===== src/rtl/memory_arbiter.sv =====
// Purpose : single-CPU memory controller; arbitrates instruction fetches and data
//           reads/writes from the cache block onto one shared RAM port.
// Latency : request seen in IDLE at edge 0, strobes from cycle 1, completion on the
//           first cycle ramstate=ACCESS; one IDLE bubble follows every completion.
// Backpressure: requesters stall on iwait/dwait=1; the RAM stalls us with FREE/BUSY/ERROR.
//
// Ports:
//   CLK, nRST                    clock (rising edge), async active-low reset
//   iREN, iaddr                  instruction read request + address
//   dREN, dWEN, daddr, dstore    data read/write request, address, store value
//   iwait/iload, dwait/dload     per-side stall and load data (load valid when wait=0)
//   ramREN, ramWEN, ramaddr,
//   ramstore, ramload, ramstate  shared RAM port (ramstate 0=FREE 1=BUSY 2=ACCESS 3=ERROR)
//
// Optional build macro MEMARB_FAIRNESS_EN: after STARVE_LIMIT data completions with
// iREN pending, the next arbitration decision goes to the instruction side.
// Without it the data side always wins and no counter exists.

module memory_arbiter #(
    parameter int WORD_W       = 32,
    parameter int STARVE_LIMIT = 4
) (
    input  logic              CLK,
    input  logic              nRST,
    // instruction side
    input  logic              iREN,
    input  logic [WORD_W-1:0] iaddr,
    output logic              iwait,
    output logic [WORD_W-1:0] iload,
    // data side
    input  logic              dREN,
    input  logic              dWEN,
    input  logic [WORD_W-1:0] daddr,
    input  logic [WORD_W-1:0] dstore,
    output logic              dwait,
    output logic [WORD_W-1:0] dload,
    // RAM port
    output logic              ramREN,
    output logic              ramWEN,
    output logic [WORD_W-1:0] ramaddr,
    output logic [WORD_W-1:0] ramstore,
    input  logic [WORD_W-1:0] ramload,
    input  logic [1:0]        ramstate
);

    // A starvation limit of zero would lock out the data side entirely.
    if (STARVE_LIMIT < 1) begin : g_bad_limit
        $error("memory_arbiter: STARVE_LIMIT must be at least 1");
    end

    localparam logic [1:0] RAM_ACCESS = 2'd2;

    typedef enum logic [1:0] {
        ST_IDLE   = 2'd0,
        ST_DGRANT = 2'd1,
        ST_IGRANT = 2'd2
    } state_t;

    state_t r_state;
    state_t w_next_state;

    logic w_d_req;
    logic w_access;
    logic w_d_done;
    logic w_force_i;

    assign w_d_req  = dREN | dWEN;
    assign w_access = (ramstate == RAM_ACCESS);
    // A data completion needs the request still present; a dropped request is an abort.
    assign w_d_done = (r_state == ST_DGRANT) && w_d_req && w_access;

`ifdef MEMARB_FAIRNESS_EN
    localparam int                CNT_W     = $clog2(STARVE_LIMIT) + 1;
    localparam logic [CNT_W-1:0]  CNT_LIMIT = CNT_W'(STARVE_LIMIT);
    localparam logic [CNT_W-1:0]  CNT_MAX   = {CNT_W{1'b1}};

    logic [CNT_W-1:0] r_starve_cnt;

    assign w_force_i = iREN && (r_starve_cnt >= CNT_LIMIT);

    always_ff @(posedge CLK or negedge nRST) begin
        if (!nRST) begin
            r_starve_cnt <= '0;
        end else if (r_state == ST_IGRANT && w_next_state != ST_IGRANT) begin
            // leaving an instruction grant (completion or abort) repays the debt
            r_starve_cnt <= '0;
        end else if (r_state == ST_IDLE && !iREN) begin
            r_starve_cnt <= '0;
        end else if (w_d_done && iREN && r_starve_cnt != CNT_MAX) begin
            r_starve_cnt <= r_starve_cnt + 1'b1;
        end
    end
`else
    assign w_force_i = 1'b0;
`endif

    // State register: the only arbitration memory.
    always_ff @(posedge CLK or negedge nRST) begin
        if (!nRST) begin
            r_state <= ST_IDLE;
        end else begin
            r_state <= w_next_state;
        end
    end

    // Next state and all outputs. Outputs depend only on r_state and live inputs,
    // so the async reset forcing r_state to IDLE sets them immediately.
    always_comb begin
        w_next_state = r_state;
        iwait        = 1'b1;
        dwait        = 1'b1;
        iload        = '0;
        dload        = '0;
        ramREN       = 1'b0;
        ramWEN       = 1'b0;
        ramaddr      = '0;
        ramstore     = '0;

        unique case (r_state)
            ST_IDLE: begin
                if (w_force_i) begin
                    w_next_state = ST_IGRANT;
                end else if (w_d_req) begin
                    w_next_state = ST_DGRANT;
                end else if (iREN) begin
                    w_next_state = ST_IGRANT;
                end
            end

            ST_DGRANT: begin
                ramaddr  = daddr;
                ramstore = dstore;
                if (!w_d_req) begin
                    // both requests withdrawn: strobes stay low, no completion
                    w_next_state = ST_IDLE;
                end else begin
                    ramWEN = dWEN;
                    ramREN = dREN & ~dWEN;  // write wins when both are raised
                    if (w_access) begin
                        dwait        = 1'b0;
                        dload        = dWEN ? '0 : ramload;
                        w_next_state = ST_IDLE;
                    end
                    // FREE/BUSY hold; ERROR keeps strobes up so the RAM retries
                end
            end

            ST_IGRANT: begin
                ramaddr = iaddr;
                if (!iREN) begin
                    w_next_state = ST_IDLE;
                end else begin
                    ramREN = 1'b1;
                    if (w_access) begin
                        iwait        = 1'b0;
                        iload        = ramload;
                        w_next_state = ST_IDLE;
                    end
                end
            end

            default: begin
                w_next_state = ST_IDLE;
            end
        endcase
    end

endmodule


===== config.mk =====
export PLATFORM = sky130hd
export DESIGN_NAME = memory_arbiter
export DESIGN_NICKNAME = d
export VERILOG_FILES = /design/src/rtl/memory_arbiter.sv
export SDC_FILE = /design/constraint.sdc
export NUM_CORES = 1
export LEC_CHECK = 0
export BUFFER_PORTS_ARGS = -buffer_cell sky130_fd_sc_hd__buf_2
export CAP_MARGIN = 10
export CORE_AREA = 4 4 102 104
export DETAILED_ROUTE_END_ITERATION = 8
export DIE_AREA = 0 0 106 108
export PLACE_DENSITY = 0.5
export SYNTH_ARGS = -nofsm -noshare
export SYNTH_HDL_FRONTEND = slang
export SYNTH_SLANG_ARGS = --single-unit

===== constraint.sdc =====
create_clock -name CLK -period 4.4 [get_ports CLK]
set_input_delay 0.88 -clock CLK [delete_from_list [all_inputs] [get_ports CLK]]
set_output_delay 0.88 -clock CLK [all_outputs]
set_load 0.03 [all_outputs]

; ---- After elaboration in Yosys (flattened, before gate mapping)
; Index checks and enable logic that the tools add are counted.
[word_totals]
ff_bits = 2
inputBits = 135
output_inout_bits = 132
word_cells = 34
[classes]
eq_ne = 4
muxes = 25
bitwise_logic = 3
n_reduce_logical = 1
[ops]
columns = op, count
row1 = two-way mux 32 bit, 8
row2 = one-hot mux 32 bit (2 select lines), 1
row3 = two-way mux 2 bit, 5
row4 = two-way mux 1 bit, 9
row5 = one-hot mux 2 bit (3 select lines), 1
row6 = == test 2 bit (second input constant), 2
row7 = inequality test 3 bit (second input constant), 1
row8 = == test 2 x 1 -> 1 bit (second input constant), 1
row9 = zero test 2 bit, 1
row10 = one-hot mux 1 bit (2 select lines), 1
row11 = bitwise AND 1 bit, 1
row12 = NOT 1 bit, 1
row13 = OR 1 bit, 1

; ---- Depth between registers and ports, before layout
; Gate-level depths: netlist of run 1.
[depth]
ltp_word = 4
ltp_mapped = 7
mapped_depth_nobuf = 5

; ---- Worst setup path before layout of run 1
; No wires, ideal clock.
[synth_timing]
kind = input -> output
startpoint = input ramstate[1]
endpoint = output dload[10]
t_arrival_ns = 1.748
path_slack_ns = 1.772
cell_stages = 4
n_path_buf = 1
path_cell_list = nor2b_2 and4b_1 clkbuf_2 and2_1
[synth_between]
elab_chain_len = 4
[synth_rtl]
columns = item, line
row1 = from (decl), 43  ; input logic [1:0] ramstate
row2 = == test 2 bit, 68  ; assign w_access = (ramstate == RAM_ACCESS);
row3 = two-way mux 32 bit, 139  ; if (w_access) begin
row4 = two-way mux 32 bit, 133  ; if (!w_d_req) begin
row5 = two-way mux 32 bit, 119  ; unique case (r_state)
row6 = to (decl), 36  ; output logic [WORD_W-1:0] dload,
; No other way between the ends.

; ---- Worst setup path in the final report of run 1
[layout_timing]
startpoint = input ramstate[0]
endpoint = output iload[23]
[layout_between]
elab_chain_len = 4
[layout_rtl]
columns = item, line
row1 = == test 2 bit, 68
row2 = two-way mux 32 bit, 154  ; if (w_access) begin
row3 = two-way mux 32 bit, 150  ; if (!iREN) begin
row4 = two-way mux 32 bit, 119
row5 = to (decl), 29  ; output logic [WORD_W-1:0] iload,
; No other way between the ends.

==> results.toml, run 1 <==
[worst_setup_path]
criticalPathCategory = "in2out"
cpPeakStageDelay_ns = 0.75
start_kind = "input port"
critPathBufInv = 2
crit_arrival_ns = 2.32
cp_top_family = "simple AND/OR/NAND/NOR gates"
endpoint_kind = "primary output"
crit_chain = "buf_2, nor2b_2, nor2b_2, and2_1, buf_2"
required_ns = 3.52
path_max_fanout = 33
crit_slowest_cell = "nor2b_2"

[drt]
drt_first_iter_violations = 149
vias = 2358
routed_wirelength_um = 6930
drc = 0
first_pass_iters = 4
drt-vias-per-instance = 4.00
ant_nets = 0
post_drt_wl_per_cell_um = 11.7

[clock_network]
cts_num_sinks = 2
cts_setup_buffers = 0
cts_root_buffer = "clkbuf_8"
cts_buffers = 3
clockBufferDepth = 2
clock_latency_ns = 0.21
cts_tree = "done"
clkTransAtPathRegs_ns = 0.03
holdBufCountCts = 0
htree_levels = 1
post_cts_resized = 0

[timing]
worst_pin_slew_ns = 0.877
setup_ws_ns = 1.20
fin_crit_ns = 3.20
slew_viol_final = 0
rsz0062_at_grt = "no"
relSlewSlack = 0.412
setup_tns_ns = 0
setup_viol = 0
final.setup_skew_ns = 0.000706
max_freq_mhz = 312
finalHoldViolations = 0
min_period_over_period = 0.728

[layout]
utilization = 0.296
antennaDiodeCount = 0
syn2layout_area_growth_pct = 108
top_regs = "r_state: 2 flops"
final_nets = 598
regMostFlops = "r_state"
largest_reg_flops = 2
drive_above_1_share = 0.600

[synthesis]
synth_top_family_by_area = "simple AND/OR/NAND/NOR gates"
async_reset_ff_frac = 1.00
synth-compound-area-share = 0.213
synthMuxAreaShare = 0
synth_area_per_cell_sq_um = 6.60
netlist_area_sq_um = 1360
yosys-top-cells-area = "and2_1 45%, a22oi_1 18%, nor2b_1 15%"
syn_nets = 345
synthTopCellsByCount = "97 x and2_1, 32 x a22oi_1, 32 x nor2b_1, 10 x clkbuf_1, 6 x clkbuf_2"
synth_edf_count = 0
synth-seq-cells = 2
synth_cell_types = 22
ys_warn_count = 0
yosysTopAreaCell = "and2_1"
synthSimpleGateAreaFrac = 0.641
synthAdderAreaFrac = 0.0368
seq_area_frac_synth = 0.0368
synth_xor_area_frac = 0
postSynthCellCount = 206
synth.most_common_cell = "and2_1"
synth_top_area_frac = 0.447
synthFlopType = "dfrtp_1"

[power_and_ir_drop]
power.internal_uw = 444
p_sw_uw = 730
power_frac_clock = 0.063
combPwrFrac = 0.908
switching_share = 0.622
leakagePower_uw = 0.00175
vdd_ir_drop_max_mv = 0.183
p_per_area_nw_per_um2 = 415
p_seq_frac = 0.029

[die]
die_w_um = 106
die_y_um = 108
coreArea_sq_um = 9550
std_cell_rows = 36
initial_utilization = 0.142
ios = 267
die_area_sq_um = 11400

[placed_design]
portBuffers = 266
globalplace.congestion = 0.727
place_hpwl_um = 5890
dpl_worst_slack_ns = 1.15

[global_route]
first_global_vias = 2263
grt_max_degree = 69
grt.total_usage = 0.109
grt_pass1_wl_um = 10500
grt_antenna_before_repair = 0
grt_overflow_total = 0

[hold_path]
hp-class = "in2async"

[run_status]
status = "finished clean"

[job]
maxCapViolCount = 0
-- worst reg2reg max path: stages, from the launching register on --
cell	delay, ns
dfrtp_1	0.41
inv_1	0.10
ha_2	0.18
buf_4	0.46
o21ai_0	0.18
a211oi_1	0.35
a22o_1	0.20
-- cells in the final DEF, fill, tap and decap left out, drive strengths merged --
cell type,n
a21boi,1
buf,268
nor2,2
inv,3
nor2b,34
a22o,1
or4b,1
and4b,1
dfrtp,2
clkbuf,3
a22oi,32
a21oi,1
ha,4
and2,97
nand3b,2
a211oi,1
a32o,1
nand2,1
o21ai,2
-- power groups by stage --
stage,Clock (uW),Sequential [uW],Combinational (uW)
floorplan,0,31.3,778
global placement,0,33.2,1080
detailed placement,0,33.9,1080
CTS,76.9,33.6,1090
global route,79.4,34.9,1160
finish,73.9,33.6,1070
-- cell families (layout without fill, tap and decap cells) --
kind of cell	count (synthesis)	in the layout
buffers and inverters	23	274
AND/OR/NAND/NOR	138	138
flip-flops	2	2
AO/OA/AOI/OAI	39	39
adder cells (fa/ha/maj)	4	4
-- through the flow --
step,instance area [sq um],instances,hold slack (ns),power (uW)
after global routing,2830,590,0.442,1280
after detailed placement,2790,587,0.591,1120
after global placement,2790,587,0.581,1110
final,2830,590,0.447,1170
after CTS,2830,590,0.444,1200
after floorplan,1360,206,0.536,809
-- layer usage --
layer | up-vias | GRT usage | wire, um
li1 | 1183 | - | -
met1 | 1016 | 0.110 | 2440
met2 | 156 | 0.219 | 3600
met3 | 3 | 0.0352 | 866
met4 | 0 | 0.0231 | 28
met5 | - | 0 | 0
-- area by class of cell --
| cell class | instances | area [sq um] |
|---|---|---|
| Clock buffer | 3 | 41.3 |
| Fill cell | 1069 | 6720 |
| Inverter | 3 | 11.3 |
| Multi-Input combinational cell | 181 | 1210 |
| Sequential cell | 2 | 50.0 |
| Tap cell | 133 | 166 |
| Timing Repair Buffer | 268 | 1350 |
-- worst paths after layout --
check,start,endpoint,slack (ns),depth (start not counted)
max,ramstate[0],iload[23],1.20,5
min,nRST,r_state[0],0.45,1
max reg2reg,r_state[1],r_state[0],2.46,6
min reg2reg,r_state[1],r_state[1],0.59,1
max in group asynchronous,nRST,r_state[1],3.86,1
min in group CLK,r_state[1],r_state[1],0.59,1
No activity file was read; power rests on OpenSTA's default activity.
==> inputs of run 2 (changes only) <==
--- a/config.mk
+++ b/config.mk
@@ -7,10 +7,10 @@
 export LEC_CHECK = 0
 export BUFFER_PORTS_ARGS = -buffer_cell sky130_fd_sc_hd__buf_2
 export CAP_MARGIN = 10
-export CORE_AREA = 4 4 102 104
+export CORE_AREA = 4 4 103 105
 export DETAILED_ROUTE_END_ITERATION = 8
-export DIE_AREA = 0 0 106 108
-export PLACE_DENSITY = 0.5
+export DIE_AREA = 0 0 107 109
+export PLACE_DENSITY = 0.49
 export SYNTH_ARGS = -nofsm -noshare
 export SYNTH_HDL_FRONTEND = slang
 export SYNTH_SLANG_ARGS = --single-unit
==> constraint.sdc (replaced) <==
create_clock -name CLK -period 3.1 [get_ports CLK]
set_input_delay 0.62 -clock CLK [delete_from_list [all_inputs] [get_ports CLK]]
set_output_delay 0.62 -clock CLK [all_outputs]
set_load 0.03 [all_outputs]
==> results.toml, run 2 (synthesis gave the netlist of run 1 again) <==
[placed_design]
place_hpwl_um = 6920
globalplace.congestion = 0.703
dp_cells = 592
portBuffers = 266

[worst_setup_path]
r2r_start = "r_state[1]"
start_kind = "flop"
required_ns = 2.48
rr_worst_depth = 6
endpoint_kind = "primary output"
r2r-end = "r_state[1]"
r2r_slack_ns = 1.26
criticalPathCategory = "reg2out"
path_max_fanout = 33
cp_top_family = "buffers and inverters"
cpPeakStageDelay_ns = 0.41
crit_slowest_cell = "dfrtp_1"
critPathBufInv = 4
crit_chain = "inv_1, ha_1, buf_4, nand2_1, nor2b_2, buf_4, and2_1, buf_2"
crit_arrival_ns = 2.02
crit_top_cell = "buf_4"

[layout]
largest_reg_flops = 2
syn2layout_area_growth_pct = 111
antennaDiodeCount = 0
top_regs = "r_state: 2 flops"
final_nets = 603
regMostFlops = "r_state"
drive_above_1_share = 0.604
instances_no_fill = 595
mostFrequentLayoutCells = "266 x buf_2, 97 x and2_1, 32 x a22oi_1, 32 x nor2b_1, 7 x buf_4"
mostFrequentLayoutCell = "buf_2"
utilization = 0.297

[global_route]
grt.total_usage = 0.115
grt_util_met3 = 0.0355
grtUsageMet1 = 0.120
first_global_vias = 2269
grt_pass1_wl_um = 11000
grt_antenna_before_repair = 1
grt_max_degree = 46
grt-busiest-layer = "met2"
met2_usage = 0.232
grt_overflow_total = 0

[clock_network]
htree_levels = 1
clkTransAtPathRegs_ns = 0.03
cts_num_sinks = 2
cts_tree = "done"
cts_buffers = 3
cts_root_buffer = "clkbuf_8"
post_cts_resized = 0
clockBufferDepth = 2
holdBufCountCts = 0
cts_setup_buffers = 0
clock_latency_ns = 0.21

[timing]
setup_tns_ns = 0
final.setup_skew_ns = 0.00271
worst_pin_slew_ns = 0.445
setup_viol = 0
finalHoldViolations = 0
rsz0062_at_grt = "no"
min_period_over_period = 0.851
slew_viol_final = 0
fin_crit_ns = 2.64
max_freq_mhz = 379
relSlewSlack = 0.704

[drt]
first_pass_iters = 4
ant_nets = 0
vias = 2392
routed_wirelength_um = 7800
drt_first_iter_violations = 135
drc = 0
post_drt_wl_per_cell_um = 13.1
drt-vias-per-instance = 4.02

[die]
die_area_sq_um = 11700
die_w_um = 107
coreArea_sq_um = 9640
ios = 267
die_y_um = 109
initial_utilization = 0.141
std_cell_rows = 36

[run_status]
status = "finished clean"

[power_and_ir_drop]
power_frac_clock = 0.059
p_per_area_nw_per_um2 = 596
combPwrFrac = 0.914
p_seq_frac = 0.028
leakagePower_uw = 0.00178
finalPower_uw = 1710
vdd_ir_drop_max_mv = 0.239
switching_share = 0.619
p_sw_uw = 1060
power.internal_uw = 650

[job]
maxCapViolCount = 0

[hold_path]
hp-class = "in2async"
## run 2: cell count changes in the layout (fill, tap and decap cells not counted)
cell	delta
buf_4	+5
## run 2: worst max path at each step
stage	start	end	cells past startpoint
3_3_place_gp	ramstate[0]	dload[24]	6
3_5_place_dp	r_state[0]	iload[9]	8
6_report	r_state[0]	iload[12]	8
2_1_floorplan	r_state[1]	ramREN	5
4_1_cts	r_state[0]	iload[9]	8
5_1_grt	r_state[0]	iload[24]	8
## run 2: final cells by class
| cell class | instances | area [sq um] |
|---|---|---|
| timing repair buffer | 273 | 1380 |
| sequential | 2 | 50.0 |
| multi-input combinational | 181 | 1210 |
| inverter | 3 | 11.3 |
| clock buffer | 3 | 41.3 |
| fill | 1105 | 6770 |
| tap | 133 | 166 |
## run 2: per-stage QoR
| stage | hold slack, ns | setup slack (ns) | area (sq um) |
|---|---|---|---|
| 3_3_place_gp | 0.408 | 0.745 | 2820 |
| 4_1_cts | 0.193 | 0.438 | 2870 |
| 5_1_grt | 0.188 | 0.282 | 2870 |
| 3_5_place_dp | 0.414 | 0.668 | 2820 |
| 6_report | 0.194 | 0.463 | 2870 |
| 2_1_floorplan | 0.324 | 0.733 | 1360 |
## run 2: routing by layer
| layer | part of all wire | up-vias |
|---|---|---|
| met3 | 0.11 | 4 |
| met1 | 0.35 | 1045 |
| met5 | 0.0017 | - |
| met4 | 0.0013 | 2 |
| li1 | - | 1195 |
| met2 | 0.54 | 146 |
## run 2: power groups by stage
| stage | logic [uW] | registers [uW] | clock network (uW) |
|---|---|---|---|
| final | 1560 | 47.7 | 100 |
| after global placement | 1560 | 46.3 | 0 |
| after CTS | 1580 | 47.3 | 103 |
| after detailed placement | 1570 | 47.4 | 0 |
| after floorplan | 1100 | 44.4 | 0 |
| after global routing | 1680 | 48.5 | 110 |
